## config.mk

```make
export PLATFORM = sky130hd
export DESIGN_NAME = dram_arbiter
export DESIGN_NICKNAME = d
export VERILOG_FILES = /design/src/rtl/dram_arbiter.sv
export SDC_FILE = /design/constraint.sdc
export NUM_CORES = 1
export LEC_CHECK = 0
export CORE_MARGIN = 2
export CORE_UTILIZATION = 38
export DETAILED_ROUTE_END_ITERATION = 10
export HOLD_SLACK_MARGIN = 0.15
export PLACE_DENSITY = 0.86
export REMOVE_ABC_BUFFERS = 1
export SLEW_MARGIN = 20
export SYNTH_ARGS = -nofsm -noshare
export SYNTH_HDL_FRONTEND = slang
export SYNTH_SLANG_ARGS = --single-unit
```

## constraint.sdc

```tcl
create_clock -name clk -period 5.4 [get_ports clk]
set_clock_uncertainty 0.2 [all_clocks]
set_input_delay 1.62 -clock clk [delete_from_list [all_inputs] [get_ports clk]]
set_output_delay 1.62 -clock clk [all_outputs]
set_load 0.02 [all_outputs]
```

## src/rtl/dram_arbiter.sv

```systemverilog
`default_nettype none
// +------------------------------------------------------------------------+
// | dram_arbiter: CPU/debug req-gnt arbiter for the 32x32 data RAM.        |
// | Optional post-reset FILL sweep macro: DRAM_CLEAR_EN.     Rev 1.0       |
// +------------------------------------------------------------------------+
module dram_arbiter #(
  parameter int unsigned       ADDR_W = 5,
  parameter int unsigned       DATA_W = 32,
  parameter logic [DATA_W-1:0] FILL   = 32'hAAAAAAAA,
  parameter int unsigned       RR     = 1
) (
  input  logic              clk,
  input  logic              rst,
  input  logic              cpu_req,
  input  logic              cpu_we,
  input  logic [ADDR_W-1:0] cpu_addr,
  input  logic [DATA_W-1:0] cpu_wdata,
  output logic              cpu_gnt,
  output logic [DATA_W-1:0] cpu_rdata,
  output logic              cpu_rvalid,
  input  logic              dbg_req,
  input  logic              dbg_we,
  input  logic [ADDR_W-1:0] dbg_addr,
  input  logic [DATA_W-1:0] dbg_wdata,
  output logic              dbg_gnt,
  output logic [DATA_W-1:0] dbg_rdata,
  output logic              dbg_rvalid,
  output logic              mem_we,
  output logic [ADDR_W-1:0] mem_addr,
  output logic [DATA_W-1:0] mem_wdata,
  input  logic [DATA_W-1:0] mem_rdata,
  output logic              busy
);

  localparam logic LAST_CPU = 1'b0;
  localparam logic LAST_DBG = 1'b1;

  logic              last_q, last_d;
  logic [ADDR_W-1:0] addr_q;
  logic [DATA_W-1:0] cpu_rdata_q, cpu_rdata_d, dbg_rdata_q, dbg_rdata_d;
  logic              cpu_rvalid_q, cpu_rvalid_d, dbg_rvalid_q, dbg_rvalid_d;
  logic              run, sweep;
  logic [ADDR_W-1:0] sweep_addr;
  logic              cpu_win, dbg_win;

`ifdef DRAM_CLEAR_EN
  typedef enum logic [0:0] {S_CLEAR = 1'b0, S_RUN = 1'b1} state_e;

  state_e            state_q, state_d;
  logic [ADDR_W-1:0] cnt_q, cnt_d;

  always_ff @(posedge clk or posedge rst) begin
    if (rst) begin
      state_q <= S_CLEAR;
      cnt_q   <= '0;
    end else begin
      state_q <= state_d;
      cnt_q   <= cnt_d;
    end
  end

  always_comb begin
    state_d = state_q;
    cnt_d   = cnt_q;
    if (state_q == S_CLEAR) begin
      cnt_d = cnt_q + 1'b1;
      if (cnt_q == {ADDR_W{1'b1}}) state_d = S_RUN;
    end
  end

  assign sweep      = (state_q == S_CLEAR) && !rst;
  assign run        = (state_q == S_RUN) && !rst;
  assign sweep_addr = cnt_q;
`else
  assign sweep      = 1'b0;
  assign run        = !rst;
  assign sweep_addr = '0;
`endif

  // Tie with RR: the port that did not win last time; pointer resets to DBG.
  always_comb begin
    cpu_win = 1'b0;
    dbg_win = 1'b0;
    if (run) begin
      if (cpu_req && dbg_req) begin
        if ((RR != 0) && (last_q == LAST_CPU)) dbg_win = 1'b1;
        else                                   cpu_win = 1'b1;
      end else begin
        cpu_win = cpu_req;
        dbg_win = dbg_req;
      end
    end
  end

  always_comb begin
    mem_we    = 1'b0;
    mem_addr  = addr_q;
    mem_wdata = cpu_wdata;
    if (sweep) begin
      mem_we    = 1'b1;
      mem_addr  = sweep_addr;
      mem_wdata = FILL;
    end else if (cpu_win) begin
      mem_we    = cpu_we;
      mem_addr  = cpu_addr;
      mem_wdata = cpu_wdata;
    end else if (dbg_win) begin
      mem_we    = dbg_we;
      mem_addr  = dbg_addr;
      mem_wdata = dbg_wdata;
    end
  end

  always_comb begin
    last_d       = last_q;
    if (cpu_win)      last_d = LAST_CPU;
    else if (dbg_win) last_d = LAST_DBG;
    cpu_rvalid_d = cpu_win && !cpu_we;
    dbg_rvalid_d = dbg_win && !dbg_we;
    cpu_rdata_d  = cpu_rvalid_d ? mem_rdata : cpu_rdata_q;
    dbg_rdata_d  = dbg_rvalid_d ? mem_rdata : dbg_rdata_q;
  end

  always_ff @(posedge clk or posedge rst) begin
    if (rst) begin
      last_q       <= LAST_DBG;
      addr_q       <= '0;
      cpu_rdata_q  <= '0;
      dbg_rdata_q  <= '0;
      cpu_rvalid_q <= 1'b0;
      dbg_rvalid_q <= 1'b0;
    end else begin
      last_q       <= last_d;
      addr_q       <= mem_addr;
      cpu_rdata_q  <= cpu_rdata_d;
      dbg_rdata_q  <= dbg_rdata_d;
      cpu_rvalid_q <= cpu_rvalid_d;
      dbg_rvalid_q <= dbg_rvalid_d;
    end
  end

  assign cpu_gnt    = cpu_win;
  assign dbg_gnt    = dbg_win;
  assign cpu_rdata  = cpu_rdata_q;
  assign dbg_rdata  = dbg_rdata_q;
  assign cpu_rvalid = cpu_rvalid_q;
  assign dbg_rvalid = dbg_rvalid_q;
  assign busy       = sweep;

endmodule
`default_nettype wire

```

* Yosys cells after proc, flatten, opt, wreduce, memory -nomap -nowiden
Index checks and enable logic that the tools add are counted.
** Word-level totals
- Register bits :: 72
- Input bits :: 112
- Output and inout port bits :: 107
- Logic and storage cells :: 26
** Cells by class
- Muxes and demuxes :: 14
- Reductions and logical operators :: 6
** Operator list (number)
- 2-to-1 mux 32 bit :: 2
- 2-to-1 mux 1 bit :: 10
- 2-to-1 mux 5 bit :: 2
- logical AND 1 bit :: 3
- logical NOT 1 bit :: 2
- nonzero test 2 bit :: 1

* Logic depth before layout (Yosys ltp)
Gate-level depths: netlist of run 1.
- Depth in word-level cells :: 5
- Depth in mapped cells :: 4

* Worst setup path after synthesis of run 1
No wires, ideal clock.
- Path kind :: input to output
- Start :: input rst
- End :: output mem_wdata[29]
- Arrival :: 2.816 ns
- Data required time :: 3.580 ns
- Path slack :: 0.764 ns
- Stages on the path :: 4
- Buffers on the path :: 2
- Cell sequence :: clkbuf_1 -> a211oi_1 -> buf_2 -> mux2_2
** On the way
- Cells in the longest elaborated chain, start to end :: 3
- Elaborated cells between the ends (all ways) :: 4
- Those cells by class :: 4 x mux
** Ends and longest elaborated chain
- start: declaration :: RTL line 13 : input logic rst,
- 2-to-1 mux 1 bit :: RTL line 84 : if (run) begin
- via dbg_gnt :: RTL line 25 : output logic dbg_gnt,
- 2-to-1 mux 32 bit :: RTL line 107 : end else if (dbg_win) begin
- 2-to-1 mux 32 bit :: RTL line 103 : end else if (cpu_win) begin
- end: declaration :: RTL line 30 : output logic [DATA_W-1:0] mem_wdata,
The timed path passes the listed nets, and every way through them passes these cells.

* Worst setup path after layout of run 1
- Start :: input dbg_req
- End :: output mem_addr[0]
** On the way
- Cells in the longest elaborated chain, start to end :: 5
- Elaborated cells between the ends (all ways) :: 7
- Those cells by class :: 6 x mux; 1 x reduce/logical
** Ends and longest elaborated chain
- start: declaration :: RTL line 21 : input logic dbg_req,
- logical AND 1 bit :: RTL line 85 : if (cpu_req && dbg_req) begin
- 2-to-1 mux 1 bit :: RTL line 85
- 2-to-1 mux 1 bit :: RTL line 84
- 2-to-1 mux 5 bit :: RTL line 107
- 2-to-1 mux 5 bit (*) :: RTL line 103
- end: declaration :: RTL line 29 : output logic [ADDR_W-1:0] mem_addr,
Mark *: on every way between the ends. The rest lies on a longest branch, timed or not.

==> results of run 1 <==
-- layer usage --
layer | global-route usage, % | vias to the layer above
met3 | 6.087 | 16
met1 | 20.44 | 1255
met5 | 0 | -
li1 | - | 1189
met2 | 37.85 | 134
met4 | 7.609 | 0
-- timing repair --
action | 4_1_cts | 5_1_grt
setup endpoints to repair | 33 | 7
hold buffers | 0 | 0
gates resized for setup | 29 | 7
-- worst min path at each step --
stage / to / cells after the start / startpoint / slack [ns]
floorplan: last_q$_DFFE_PP1P_ / 1 / last_q$_DFFE_PP1P_ / 0.33
global placement: cpu_rdata[25]$_DFFE_PP0P_ / 1 / cpu_rdata[25]$_DFFE_PP0P_ / 0.27
detailed placement: dbg_rdata[8]$_DFFE_PP0P_ / 1 / dbg_rdata[8]$_DFFE_PP0P_ / 0.28
CTS: dbg_rdata[8]$_DFFE_PP0P_ / 1 / dbg_rdata[8]$_DFFE_PP0P_ / 0.30
global route: dbg_rdata[28]$_DFFE_PP0P_ / 1 / dbg_rdata[28]$_DFFE_PP0P_ / 0.32
finish: dbg_rdata[8]$_DFFE_PP0P_ / 1 / dbg_rdata[8]$_DFFE_PP0P_ / 0.29
-- final cells by class --
| cell class | instances | area, µm² |
|---|---|---|
| clock buffers | 11 | 141.4 |
| inverters | 2 | 7.507 |
| fillers | 594 | 2384 |
| multi-input cells | 115 | 1280 |
| repair buffers | 232 | 2283 |
| flip-flops and latches | 72 | 1803 |
| clock inverters | 5 | 103.9 |
| well taps | 105 | 131.4 |
-- cell families (layout without fill, tap and decap cells) --
| logic type | Yosys count | count (layout) |
|---|---|---|
| muxes | 96 | 96 |
| buffers and inverters | 14 | 250 |
| AOI/OAI and AO/OA | 10 | 10 |
| other | 1 | 1 |
| DFF | 72 | 72 |
| and+or+nand+nor | 8 | 8 |
-- power by group through the flow --
| stage | Clock [µW] | Combinational, µW | Sequential, µW |
|---|---|---|---|
| 2_1_floorplan | 0 | 198 | 870 |
| 3_3_place_gp | 0 | 748 | 726 |
| 3_5_place_dp | 0 | 760 | 734 |
| 4_1_cts | 520 | 748 | 725 |
| 5_1_grt | 547 | 778 | 738 |
| 6_report | 506 | 737 | 723 |
-- registers in the layout, indices dropped and copies added, names as in the netlist --
signal      count
addr_q          5
cpu_rdata      32
cpu_rvalid      1
dbg_rdata      32
dbg_rvalid      1
last_q          1
-- stage by stage --
step	cell area [µm²]	util, %
global placement	5519	67.85
floorplan	3078	-
CTS	5733	70.48
detailed placement	5519	67.85
global route	5751	70.70
finish	5751	70.70
-- Yosys cell counts --
master / count / area, µm²
a221o_1: 5 / 50.05
nor4b_4: 1 / 23.77
dfrtp_1: 71 / 1777
nor2b_1: 1 / 6.260
conb_1: 1 / 3.750
buf_4: 4 / 30.03
a21o_1: 1 / 7.510
a2111oi_4: 1 / 27.53
clkbuf_1: 1 / 3.750
and2_1: 5 / 31.28
inv_1: 2 / 7.510
a22o_1: 1 / 8.760
dfstp_2: 1 / 26.28
mux2_2: 93 / 1047
mux2_1: 3 / 33.78
nor3b_2: 1 / 12.51
o21bai_1: 1 / 7.510
buf_2: 4 / 20.02
buf_6: 3 / 33.78
a211oi_1: 1 / 7.510
==> results by group, run 1 <==
Route
  • Highest Signal Layer: met4
  • Drt via density: ~4.8
  • Initial DRC count: 28
  • DR WL met3: around 770 µm
  • DRC: 0
  • Wire length on met2: about 5000 µm
  • DR pass1 iterations: 4
  • Metal-1 WL: 3053 µm
  • Routed wire length: ~9000 µm
  • Drt wl/cell: between 15 and 20 µm
  • Final ANT Viol Nets: 0
  • Total number of vias: 2,594

Outcome
  • Status: finished, final reports clean

Timing
  • Hold_ws: between 0.2 and 0.3 ns
  • Fin. max-slew vios: 0
  • FMAX: roughly 190 MHz
  • Final worst setup slack: 0.08506 ns
  • RSZ-0062 raised after global routing: false
  • Final setup viols: 0
  • TNS Setup: 0 ns
  • Fin crit period: approximately 5.3 ns
  • Final Hold Viols: 0
  • Crit share post-route: 98.42%

Pwr
  • Final total power: 1967 µW
  • Flop pwr share: around 37%
  • Internal: 1392 µW
  • Net Sw Frac: between 20% and 30%
  • Part of the power in combinational logic: a little under two fifths
  • LEAKAGE: around 0.0024 µW
  • Sw Pwr: 575.0 µW
  • PD cells: around 340 nW/µm²
  • Clk pwr share: about a quarter
  • Max IR drop VDD: ~0.00015 V

Critical path
  • Crit path launch type: primary input
  • Critical Path Fanout Max: 7
  • R2R Setup Slk: 3.22 ns
  • Crit path launch: dbg_req
  • CP endpoint: mem_addr[0]
  • Crit-path max cell delay: about 0.56 ns
  • FF-to-FF Start: last_q$_DFFE_PP1P_
  • CP Data Required Time: ~3.6 ns
  • WP buf/inv: 4
  • CP Depth: 7
  • Reg2Reg Depth: 5
  • FF-to-FF End: cpu_rdata[26]$_DFFE_PP0P_
  • CP top delay family: buffers and inverters
  • Critical Path End Type: output pin
  • Slowest stage cell, crit path: clkdlybuf4s50_1
  • Worst path arrival time: between 3 and 4 ns
  • WS Path Type: primary input to output pin
  • Cells along the critical path: clkdlybuf4s50_1, buf_4, nor2b_1, nor3b_2, buf_4, a221o_1, clkdlybuf4s50_1

Yosys
  • Syn Area/Cell: between 15 and 20 µm²
  • Yosys reg bits: just over 70
  • Sequential element share of the synthesized area: a little under three fifths
  • Post-Synth Adder-Cell Area: 0%
  • Netlist cell types: 20
  • Synth Area in Compound Gates: around 3.4%
  • Largest family of logic cells by synthesized area: multiplexers
  • Synth Area in Simple Gates: under 10%
  • Mux cell area share after synthesis: around a third
  • Synth Area in XOR/XNOR: 0%
  • Yosys warns: 0
  • Mapped Area: approximately 3200 µm²
  • Cells after synthesis: 201

Job
  • Max Cap Viol: 0

Global route
  • Number of global-route vias before repair: 2,731
  • First-pass GRT wire length: between 10,000 and 15,000 µm
  • Initial antenna violation count: 0
  • Largest net degree at the start of global routing: 34
  • Total grt overflow: 0
  • All-Layer GR Usage: ~20%

Placement
  • Port bufs: 217
  • Place WS: -0.05406 ns
  • GP Congestion: around 0.83
  • HPWL Detailed: between 7000 and 8000 µm
  • Inst Count DP: 526

Floorplan
  • Std-Cell Rows: 33
  • Die Ht: roughly 95 µm
  • Die ar.: around 9100 µm²
  • Die Width: between 90 and 100 µm
  • Initial Utilization: around two fifths
  • Ports: between 200 and 250
  • CORE AREA: ~8100 µm²

Finish
  • Final nets: around 540
  • # diodes: 0
  • Leading cell type in the layout, fill and taps excluded: clkdlybuf4s50_1
  • Finished Layout Cells: ~540
  • Commonest non-fill, non-tap cells in the layout: 182 x clkdlybuf4s50_1, 93 x mux2_2, 71 x dfrtp_1
  • Share of post-route cells with drive strength above 1: between 20% and 30%
  • Area growth syn-to-layout: 81.66%

CTS
  • Root Buffer: clkbuf_8
  • Post-CTS setup buffers: 0
  • CTS tree: built
  • Worst skew pair latency: approximately 0.32 ns
  • TritonCTS Buffers: 9
  • CTS clk-pin slew, worst paths: approximately 0.070 ns
  • CTS Sinks: 72
  • Clock Path Buffers: 2
  • H-tree depth: 3

Min path
  • Hold Path Class: flip-flop to flip-flop
Note: power is estimated with default switching activity, not from simulation.
==> run 2, diff against run 1 <==
- CORE_ASPECT_RATIO: not set -> 0.8
- GPL_ROUTABILITY_DRIVEN: not set -> 1
==> run 2 against run 1 <==
  * Largest power group unchanged
  * Sequential share of layout area grew 0.21 points
  * Final area down 0.67%
  * Utilization increased by 0.53 points
  * Via count about the same
  * Critical path type unchanged
  * Non-clock buffer count up 2
  * Wire length is 13% higher
  * Combinational power up 1%
  * Power decreased by 3.6%
  * Setup slack worse by 0.028 ns
==> results by group, run 2 (synthesized netlist as in run 1, its figures left out) <==
CTS
  • Root Buffer: clkbuf_8
  • Worst skew pair latency: roughly 0.34 ns
  • Clock Path Buffers: 2
  • Hold buffers post-CTS: 0
  • TritonCTS Buffers: 9
  • H-tree depth: 3
  • CTS clk-pin slew, worst paths: roughly 0.07 ns
  • CTS Sinks: slightly above 70
  • CTS tree: built

Global route
  • First-pass GRT wire length: 15,440 µm
  • Total grt overflow: 0
  • Largest net degree at the start of global routing: 38
  • Number of global-route vias before repair: between 2,000 and 3,000
  • All-Layer GR Usage: between 20% and 30%
  • Initial antenna violation count: 0

Timing
  • Fin. max-slew vios: 0
  • Final Hold Viols: 0
  • Final worst setup slack: 0.05658 ns
  • Worst Tran Pin Value: roughly 0.76 ns
  • TNS Setup: 0 ns
  • Crit share post-route: a little over nine tenths
  • FMAX: roughly 190 MHz
  • Slew margin rel.: between 40% and 50%
  • Fin crit period: about 5.3 ns
  • RSZ-0062 raised after global routing: false
  • Final setup viols: 0

Pwr
  • Clk pwr share: 22.3%
  • Net Sw Frac: approximately a third
  • Final total power: approximately 1900 µW
  • PD cells: 331.8 nW/µm²
  • Internal: ~1300 µW
  • Flop pwr share: 38.2%
  • Sw Pwr: ~600 µW
  • Max IR drop VDD: 0.0002113 V
  • Part of the power in combinational logic: between 30% and 40%
  • LEAKAGE: 0.002429 µW

Critical path
  • Crit-path max cell delay: 0.62 ns
  • Crit path launch type: primary input
  • Reg2Reg Depth: 5
  • CP top delay family: buffers and inverters
  • Worst path arrival time: 3.52 ns
  • Critical Path End Type: output pin
  • CP Data Required Time: 3.58 ns
  • FF-to-FF End: cpu_rdata[14]$_DFFE_PP0P_
  • WS Path Type: primary input to output pin
  • Critical Path Fanout Max: 28
  • Most used cell along the critical path: clkdlybuf4s50_1
  • FF-to-FF Start: last_q$_DFFE_PP1P_
  • Slowest stage cell, crit path: clkdlybuf4s50_1
  • WP buf/inv: 4
  • Cells along the critical path: clkdlybuf4s50_1, inv_1, a211oi_4, buf_12, a22o_1, clkdlybuf4s50_1
  • R2R Setup Slk: 3.28 ns

Floorplan
  • Std-Cell Rows: 29
  • Die Ht: 85.64 µm
  • Die Width: roughly 110 µm
  • Die ar.: between 9000 and 10,000 µm²
  • Ports: 219
  • CORE AREA: ~8000 µm²
  • Initial Utilization: around two fifths

Route
  • Initial DRC count: between 50 and 60
  • Routed wire length: 10,210 µm
  • Drt via density: between 4 and 5
  • DR pass1 iterations: 4
  • DRC: 0
  • Drt wl/cell: around 19 µm
  • Total number of vias: about 2,600
  • Final ANT Viol Nets: 0

Finish
  • Post-route cell area: roughly 5700 µm²
  • Final nets: roughly 550
  • Commonest non-fill, non-tap cells in the layout: 180 x clkdlybuf4s50_1, 93 x mux2_2, 71 x dfrtp_1
  • # diodes: 0
  • Area growth syn-to-layout: 80.43%
  • FILL cells: between 500 and 600
  • Share of post-route cells with drive strength above 1: between 20 and 30%
  • Leading cell type in the layout, fill and taps excluded: clkdlybuf4s50_1

Min path
  • Hold Path Class: flip-flop to flip-flop
  • Hold_sp: cpu_rdata[25]$_DFFE_PP0P_
  • Hold Path Sink: cpu_rdata[25]$_DFFE_PP0P_
  • Hold path depth: 1

Placement
  • GP Congestion: 0.7686
  • Dpl cell area: about 5500 µm²
  • Port bufs: roughly 220
  • Place WS: -0.08343 ns
  • HPWL Detailed: about 8000 µm

Outcome
  • Status: finished, final reports clean

Job
  • Max Cap Viol: 0
## run 2: routing by layer
metal  share of wire (%)  global-route usage (%)
met1                  40                   26.67
met2                  52                   40.18
met3                 5.4                   6.231
met4                 1.7                   6.459
met5                   0                       0
## run 2: cell type report
type                    instances  area (µm²)  area share, %
well taps                     108       135.1          2.366
clock inverters                 5       56.30         0.9858
inverters                       2       7.507         0.1314
multi-input cells             115        1280          22.41
clock buffers                  11       141.4          2.475
repair buffers                234        2288          40.07
flip-flops and latches         72        1803          31.57
## run 2: how the worst max path moves through the flow
stage / start / to / slack [ns] / cells past startpoint
floorplan: dbg_req / mem_wdata[0] / -2.01 / 3
global placement: dbg_req / mem_wdata[3] / -0.05 / 6
detailed placement: dbg_req / mem_wdata[3] / -0.08 / 6
CTS: dbg_req / mem_addr[3] / 0.02 / 7
global route: dbg_req / mem_we / 0.002 / 6
finish: dbg_req / mem_we / 0.06 / 6
## run 2: what timing repair did
item                                    CTS  global route
gates resized for setup                  33             5
endpoints found under the setup margin   35             5
setup buffers                             0             0
hold endpoints to repair                  0             0
## run 2: stage by stage
step	hold slack, ns	std cells	utilization [%]
2_1_floorplan	0.3258	189	-
3_3_place_gp	0.2662	531	69.06
3_5_place_dp	0.2819	531	69.06
4_1_cts	0.3052	547	71.07
5_1_grt	0.3170	547	71.23
6_report	0.2951	547	71.23
## run 2: power by group through the flow
stage	Clock, µW	Sequential (µW)	Combinational, µW
2_1_floorplan	0	870	198
3_3_place_gp	0	726	756
3_5_place_dp	0	735	767
4_1_cts	441	725	757
5_1_grt	456	739	786
6_report	423	724	748
## run 2: worst register-to-register path, cell delays in order (launching register included)
cell and delay, ns:
dfstp_2 0.60, nor2b_1 0.09, buf_4 0.14, nor4b_4 0.24, buf_4 0.34, mux2_2 0.38
==> run 3, diff against run 2 <==
- GPL_ROUTABILITY_DRIVEN: 1 -> 0
- PLACE_DENSITY: 0.86 -> 0.95
==> run 3 against run 2 <==
  * Hold slack better by 0.00084 ns
  * First-iteration DRC count up 26%
  * Utilization up 0.50 points
  * Critical path type unchanged
  * Sequential share of layout area down 0.22 points
  * Cell count down 0.55%
  * Clock-buffer cell count unchanged
  * Final area up 0.70%
  * Via count down 1.2%
  * Die area unchanged
  * Setup slack better by 0.099 ns
  * Flip-flop and latch count unchanged
  * Critical path depth unchanged
==> results by group, run 3 (synthesized netlist as in run 1, its figures left out) <==
Pwr
  • PD cells: 342.7 nW/µm²
  • Max IR drop VDD: around 0.00025 V
  • LEAKAGE: between 0.002 and 0.0025 µW

CTS
  • Worst skew pair latency: between 0.3 and 0.4 ns
  • H-tree depth: 3
  • Root Buffer: clkbuf_8
  • CTS Sinks: 72
  • Clock Path Buffers: 2
  • CTS clk-pin slew, worst paths: 0.07 ns
  • TritonCTS Buffers: 9
  • CTS tree: built

Finish
  • Post-route cell area: 5752 µm²
  • Commonest non-fill, non-tap cells in the layout: 179 x clkdlybuf4s50_1, 93 x mux2_2, 71 x dfrtp_1
  • Final nets: 543
  • Leading cell type in the layout, fill and taps excluded: clkdlybuf4s50_1
  • Share of post-route cells with drive strength above 1: 29.13%
  • FILL cells: about 580
  • # diodes: 0
  • Area growth syn-to-layout: 81.70%

Route
  • Final ANT Viol Nets: 0
  • Total number of vias: roughly 2,600
  • DRC: 0
  • Drt wl/cell: 18.49 µm
  • Routed wire length: 10,060 µm
  • DR pass1 iterations: 4
  • Initial DRC count: 68
  • Drt via density: around 4.7

Global route
  • First-pass GRT wire length: between 15,000 and 20,000 µm
  • Largest net degree at the start of global routing: 43
  • All-Layer GR Usage: about 22%
  • Total grt overflow: 0
  • Number of global-route vias before repair: approximately 2,900
  • Initial antenna violation count: 0

Timing
  • Final worst setup slack: between 0.15 and 0.2 ns
  • Slew margin rel.: slightly below 60%
  • FMAX: between 150 and 200 MHz
  • Final Hold Viols: 0
  • Final setup viols: 0
  • RSZ-0062 raised after global routing: false
  • Worst Tran Pin Value: around 0.63 ns
  • Fin. max-slew vios: 0
  • Crit share post-route: a little over nine tenths
  • Fin crit period: roughly 5.2 ns

Critical path
  • Cells along the critical path: clkdlybuf4s50_1, inv_1, a211oi_4, buf_12, mux2_2, dlygate4sd2_1
  • Reg2Reg Depth: 5
  • Worst path arrival time: 3.42 ns
  • FF-to-FF End: cpu_rdata[28]$_DFFE_PP0P_
  • FF-to-FF Start: last_q$_DFFE_PP1P_
  • Crit-path max cell delay: 0.49 ns
  • Critical Path End Type: output pin
  • Slowest stage cell, crit path: clkdlybuf4s50_1
  • Crit path launch type: primary input
  • R2R Setup Slk: around 3.2 ns
  • WS Path Type: primary input to output pin
  • Critical Path Fanout Max: 30
  • CP Data Required Time: 3.58 ns

Floorplan
  • Die Width: roughly 110 µm
  • Die Ht: around 86 µm
  • Initial Utilization: about 39%
  • Ports: ~220
  • Die ar.: slightly above 9000 µm²
  • Std-Cell Rows: 29
  • CORE AREA: between 8000 and 9000 µm²

Outcome
  • Status: finished, final reports clean

Job
  • Max Cap Viol: 0

Min path
  • Hold Path Sink: cpu_rdata[25]$_DFFE_PP0P_
  • Hold Path Class: flip-flop to flip-flop
  • Hold path depth: 1
  • Hold_sp: cpu_rdata[25]$_DFFE_PP0P_

Placement
  • Port bufs: about 220
  • Dpl cell area: ~5500 µm²
  • HPWL Detailed: roughly 8000 µm
  • Place WS: -0.08258 ns
==> run 3: worst max-delay path: cells and delay by family <==
family,cells,cell delay [ns]
mux,1,0.36
buf+inv,4,1.13
compound gates,1,0.29
==> run 3: power by group <==
part / switching, µW / internal (µW)
combinational: 335 / 412
clock: 190 / 308
sequential: 65.5 / 661
total: 591 / 1380
==> run 3: per-stage QoR <==
step	TNS, ns	power (µW)	util [%]	hold slack (ns)	instances
2_1_floorplan	-79.74	1067	-	0.3258	189
3_3_place_gp	-0.06575	1472	68.78	0.2680	528
3_5_place_dp	-0.8929	1500	68.78	0.2790	528
4_1_cts	-0.02739	1996	71.35	0.3015	544
5_1_grt	0	2061	71.73	0.3252	544
6_report	0	1971	71.73	0.2960	544
==> run 3: layout make-up <==
class	count	area (µm²)	area share [%]
clock buffer	11	131.4	2.284
clock inverter	5	103.9	1.806
inverter	2	7.507	0.1305
multi-input combinational	115	1280	22.25
sequential	72	1803	31.35
tap	108	135.1	2.349
timing repair buffer	231	2291	39.83
==> run 3: worst max-delay path by stage <==
stage                 start       endpoint  slack (ns)  cells after the start
floorplan           dbg_req   mem_wdata[0]       -2.01                      3
CTS                 dbg_req    mem_addr[4]       -0.01                      6
finish              dbg_req  mem_wdata[24]        0.16                      6
global route        dbg_req  mem_wdata[29]        0.09                      6
global placement    dbg_req   mem_wdata[6]       -0.05                      6
detailed placement  dbg_req   mem_wdata[6]       -0.08                      6
==> run 3: layer usage <==
| layer | track usage, % | wire length (µm) | vias to the layer above | part of all wire [%] |
|---|---|---|---|---|
| met2 | 40.70 | 5550 | 90 | 55 |
| met4 | 3.828 | 74 | 0 | 0.74 |
| li1 | - | - | 1183 | - |
| met3 | 6.611 | 563 | 9 | 5.6 |
| met5 | 0 | 0 | - | 0 |
| met1 | 25.82 | 3868 | 1279 | 38 |
==> run 3: timing repair <==
action	4_1_cts	5_1_grt
endpoints found under the setup margin	33	12
hold endpoints to repair	0	0
setup buffers	0	0
hold buffers	0	0
gates resized for setup	27	12
